`src/rtl/dmem_bridge.sv`:
```
// dmem_bridge: bridges a single-outstanding core data-memory port onto a Wishbone classic bus.
// Ports:
//   clk_i, rst_ni            clock (rising edge) and asynchronous active-low reset
//   mem_read_i, mem_write_i  core load/store request, sampled only while idle
//   mem_strb_i, mem_addr_i   byte lane strobes and word address (bits [1:0] dropped)
//   mem_data_i               lane-aligned store data
//   stall_o                  high while a bus cycle is outstanding
//   rvalid_o, rdata_o        one-cycle load completion pulse and its data (data held between pulses)
//   err_o                    one-cycle error pulse (bus error, timeout, or read+write conflict)
//   wb_cyc_o, wb_stb_o, wb_we_o, wb_sel_o, wb_adr_o, wb_dat_o   Wishbone master outputs
//   wb_dat_i, wb_ack_i, wb_err_i                                 Wishbone slave responses
module dmem_bridge #(
    parameter int unsigned TIMEOUT = 255
) (
    input  logic        clk_i,
    input  logic        rst_ni,
    input  logic        mem_read_i,
    input  logic        mem_write_i,
    input  logic [3:0]  mem_strb_i,
    input  logic [31:0] mem_addr_i,
    input  logic [31:0] mem_data_i,
    output logic        stall_o,
    output logic        rvalid_o,
    output logic [31:0] rdata_o,
    output logic        err_o,
    output logic        wb_cyc_o,
    output logic        wb_stb_o,
    output logic        wb_we_o,
    output logic [3:0]  wb_sel_o,
    output logic [31:0] wb_adr_o,
    output logic [31:0] wb_dat_o,
    input  logic [31:0] wb_dat_i,
    input  logic        wb_ack_i,
    input  logic        wb_err_i
);

    // A zero TIMEOUT still needs a legal one-bit counter even though it is never compared.
    localparam int unsigned CW = (TIMEOUT > 0) ? $clog2(TIMEOUT + 1) : 1;

    typedef enum logic {IDLE, BUSY} state_t;

    state_t         state_q, state_d;
    logic [31:0]    adr_q, adr_d;
    logic [31:0]    dat_q, dat_d;
    logic [3:0]     sel_q, sel_d;
    logic           we_q, we_d;
    logic [CW-1:0]  cnt_q, cnt_d;
    logic [31:0]    rdata_q, rdata_d;
    logic           rvalid_q, rvalid_d;
    logic           err_q, err_d;
    logic           busy;
    logic           timed_out;

    assign busy = (state_q == BUSY);

    // The current edge closes the TIMEOUT-th busy cycle.
    assign timed_out = (TIMEOUT != 0) && ((cnt_q + CW'(1)) == CW'(TIMEOUT));

    always_comb begin
        state_d  = state_q;
        adr_d    = adr_q;
        dat_d    = dat_q;
        sel_d    = sel_q;
        we_d     = we_q;
        cnt_d    = cnt_q;
        rdata_d  = rdata_q;
        rvalid_d = 1'b0;
        err_d    = 1'b0;
        if (!busy) begin
            if (mem_read_i || mem_write_i) begin
                state_d = BUSY;
                adr_d   = mem_addr_i & 32'hFFFF_FFFC;
                dat_d   = mem_data_i;
                sel_d   = mem_strb_i;
                we_d    = mem_write_i;
                cnt_d   = '0;
                // Conflicting read+write proceeds as a store but is flagged in the first busy cycle.
                err_d   = mem_read_i && mem_write_i;
            end
        end else if (wb_err_i || (!wb_ack_i && timed_out)) begin
            state_d  = IDLE;
            rdata_d  = '0;
            rvalid_d = !we_q;
            err_d    = 1'b1;
        end else if (wb_ack_i) begin
            state_d  = IDLE;
            rdata_d  = we_q ? rdata_q : wb_dat_i;
            rvalid_d = !we_q;
        end else begin
            cnt_d = cnt_q + CW'(1);
        end
    end

    always_ff @(posedge clk_i or negedge rst_ni) begin
        if (!rst_ni) begin
            state_q  <= IDLE;
            adr_q    <= '0;
            dat_q    <= '0;
            sel_q    <= '0;
            we_q     <= 1'b0;
            cnt_q    <= '0;
            rdata_q  <= '0;
            rvalid_q <= 1'b0;
            err_q    <= 1'b0;
        end else begin
            state_q  <= state_d;
            adr_q    <= adr_d;
            dat_q    <= dat_d;
            sel_q    <= sel_d;
            we_q     <= we_d;
            cnt_q    <= cnt_d;
            rdata_q  <= rdata_d;
            rvalid_q <= rvalid_d;
            err_q    <= err_d;
        end
    end

    // Bus outputs are forced to zero while idle so stale latched values never leak out.
    assign stall_o  = busy;
    assign wb_cyc_o = busy;
    assign wb_stb_o = busy;
    assign wb_we_o  = busy & we_q;
    assign wb_sel_o = busy ? sel_q : 4'h0;
    assign wb_adr_o = busy ? adr_q : 32'h0;
    assign wb_dat_o = busy ? dat_q : 32'h0;
    assign rvalid_o = rvalid_q;
    assign rdata_o  = rdata_q;
    assign err_o    = err_q;

endmodule

```
`config.mk`:
```
export PLATFORM = sky130hd
export DESIGN_NAME = dmem_bridge
export DESIGN_NICKNAME = d
export VERILOG_FILES = /design/src/rtl/dmem_bridge.sv
export SDC_FILE = /design/constraint.sdc
export NUM_CORES = 1
export LEC_CHECK = 0
export ABC_AREA = 1
export BUFFER_PORTS_ARGS = -buffer_cell sky130_fd_sc_hd__buf_4
export CORE_MARGIN = 2
export CORE_UTILIZATION = 35
export CTS_CLUSTER_SIZE = 24
export DETAILED_ROUTE_END_ITERATION = 6
export GPL_TIMING_DRIVEN = 0
export PLACE_DENSITY = 0.75
export SLEW_MARGIN = 20
export SYNTH_ARGS = -nofsm -noshare
export SYNTH_HDL_FRONTEND = slang
export SYNTH_SLANG_ARGS = --single-unit
```
`constraint.sdc`:
```
create_clock -name clk_i -period 1.8 [get_ports clk_i]
set_input_delay 0.45 -clock clk_i [delete_from_list [all_inputs] [get_ports clk_i]]
set_output_delay 0.45 -clock clk_i [all_outputs]
set_load 0.005 [all_outputs]
```
==> impl_metrics.json <==
{
  "seq_area_frac_synth": 0.538,
  "drt-initial-drc-count": 204,
  "nets": 1019,
  "p_int_uw": 6070,
  "violations": "negative setup slack",
  "synthCells": 667,
  "combPwrFrac": 0.410,
  "first_pass_iters": 4,
  "setup_viol": 85,
  "switching_power_uw": 3210,
  "synth_warnings": 0,
  "grt_start_max_net_pins": 63,
  "grt_pass1_vias": 4560,
  "worstSetupStartpoint": "stall_o",
  "die_width_um": 125,
  "fin_util": 0.577,
  "synth_cell_types": 24,
  "syn_avg_cell_area_sq_um": 7.68,
  "grt.total_usage": 0.179,
  "critPathLaunchType": "flop",
  "cts_max_level": 3,
  "dp_cells": 1060,
  "post_drt_wl_per_cell_um": 13.4,
  "drt-total-wl_um": 14700,
  "pwr_density_cell_nw_per_um2": 1120,
  "fin_crit_sh": 1.05,
  "clock-sinks": 110,
  "cts-root-buf": "clkbuf_16",
  "min_period_ps": 1890,
  "syn_area_sq_um": 5120,
  "arrival_ps": 1440,
  "via_per_inst": 4.38,
  "overflow": 0,
  "drcViolationCount": 0,
  "end_kind": "output port",
  "p_leak_uw": 0.00494,
  "final_max_slew_viol_count": 0,
  "required_ps": 1350,
  "fin_skew_ps": 6.97,
  "hold_class": "in2async",
  "grt_pass1_wl_um": 22500,
  "dpl.hpwl_um": 9980,
  "ctsLongestPathBuffers": 2,
  "switching_share": 0.346,
  "start_util": 0.355,
  "dieHeight_um": 125,
  "die_area_sq_um": 15600,
  "finalSetupTns_ps": -3230,
  "drive_above_1_share": 0.471,
  "ant_nets": 0,
  "cts_tree": "yes",
  "preCtsSetupSlack_ps": -564,
  "seq_power_share": 0.386,
  "io_pins": 212,
  "row_count": 44,
  "hold_violations": 0,
  "num_vias": 4810,
  "diodes": 0,
  "r2r_start": "cnt_q[0]",
  "setup_slack_ps": -90.8,
  "stdcell_count": 1099,
  "core_area_sq_um": 14400,
  "io_buffers": 207,
  "synth_seq_cells": 110,
  "worstPathMaxFanout": 10,
  "vdd_drop_max_mv": 0.510,
  "rsz0062_at_grt": "true",
  "worst-setup-path-type": "reg2out",
  "gp_congestion": 0.810,
  "clk_latency_ps": 350,
  "grt_antenna_before_repair": 0,
  "clkPwrFrac": 0.205,
  "syn_to_final_growth_pct": 62.4,
  "max_clock_freq_ghz": 0.529,
  "clkTransAtPathRegs_ps": 70,
  "cts_buffers": 9,
  "outcome": "finished, violations left",
  "maxCapViolCount": 0
}
## state kept, by name, indices dropped and copies added, names as in the netlist
| register | flops |
|---|---|
| rvalid_o | 1 |
| we_q | 1 |
| adr_q | 30 |
| err_o | 1 |
| sel_q | 4 |
| cnt_q | 8 |
| dat_q | 32 |
| stall_o | 1 |
| rdata_o | 32 |
## worst max-delay path, cell delays in order, from the launching register on
cell and delay, ps:
dfrtp_1 400, buf_6 150, clkbuf_16 170, buf_12 150
nand2_1 60, inv_1 40, buf_4 120
## synthesized netlist by cell type, drive strengths merged
master / instances / share of area
xnor2: 1 / 0.0017
conb: 1 / 0.00073
o21ai: 2 / 0.0020
nand2: 397 / 0.31
nand3: 19 / 0.022
xor2: 1 / 0.0032
nor2: 15 / 0.016
ha: 2 / 0.0049
clkbuf: 10 / 0.0073
nand4: 2 / 0.0024
a21oi: 2 / 0.0020
inv: 81 / 0.059
buf: 24 / 0.034
dfrtp: 110 / 0.54
## cell families (layout without fill, tap and decap cells)
family,after synthesis,after routing,synth area share
adders and majority gates,2,2,0.00489
xor gates and xnor gates,2,2,0.00489
buffers and inverters,115,362,0.101
AOI/OAI and AO/OA,4,4,0.00391
and+or+nand+nor,433,433,0.347
DFF,110,110,0.538
other,1,2,0.000732
## worst paths after layout
kind / endpoint / slack [ps] / cells after the start
max: wb_dat_o[24] / -90 / 6
min: rdata_o[6] / 40 / 1
max reg2reg: rdata_o[6] / -40 / 13
min reg2reg: dat_q[12] / 470 / 2
max in group asynchronous: dat_q[5] / 1090 / 2
min in group clk_i: adr_q[12] / 290 / 3
## power groups by stage
| stage | clock [uW] | sequential [uW] | combinational [uW] |
|---|---|---|---|
| 6_report | 1900 | 3580 | 3800 |
| 5_1_grt | 2070 | 3660 | 4190 |
| 4_1_cts | 1950 | 3410 | 2940 |
| 3_5_place_dp | 0 | 3450 | 2690 |
| 3_3_place_gp | 0 | 3440 | 2630 |
| 2_1_floorplan | 0 | 3390 | 1310 |
## cell usage in the layout, fill, tap and decap left out, drive strengths merged
cell type  netlist  routed
buf             24     252
conb             1       2
inv             81      83
o21ai            2       2
nand4            2       2
xnor2            1       1
dfrtp          110     110
clkinv           0       2
clkinvlp         0       1
xor2             1       1
nand3           19      19
nand2          397     397
clkbuf          10      24
nor2            15      15
ha               2       2
a21oi            2       2
## timing repair
item,4_1_cts,5_1_grt
hold endpoints to repair,0,0
gates cloned,1,6
gates resized for setup,48,244
setup buffers,9,8
pin swaps,1,8
hold buffers,0,0
endpoints found under the setup margin,171,169
## metrics by stage
| step | hold slack (ps) | instance area, sq um | total power (uW) |
|---|---|---|---|
| 2_1_floorplan | 154 | 5120 | 4700 |
| 3_3_place_gp | 453 | 6910 | 6070 |
| 3_5_place_dp | 435 | 6940 | 6140 |
| 4_1_cts | 51.6 | 7440 | 8300 |
| 5_1_grt | 65.0 | 8320 | 9920 |
| 6_report | 38.4 | 8320 | 9280 |
## per-layer routing
metal	GRT usage	part of all wire	vias to the layer above
met5	0	0	-
met1	0.232	0.42	2247
met2	0.289	0.50	129
li1	-	-	2418
met3	0.0535	0.070	16
met4	0.0595	0.014	0
## area by class of cell
cell class | count | area [sq um]
timing repair buffer | 232 | 2090
clock inverter | 5 | 45.0
buffer | 34 | 373
tap | 184 | 230
clock buffer | 10 | 229
inverter | 81 | 312
multi-input combinational | 443 | 2290
fill | 1322 | 6100
sequential | 110 | 2750
No activity file was read; power rests on OpenSTA's default activity.
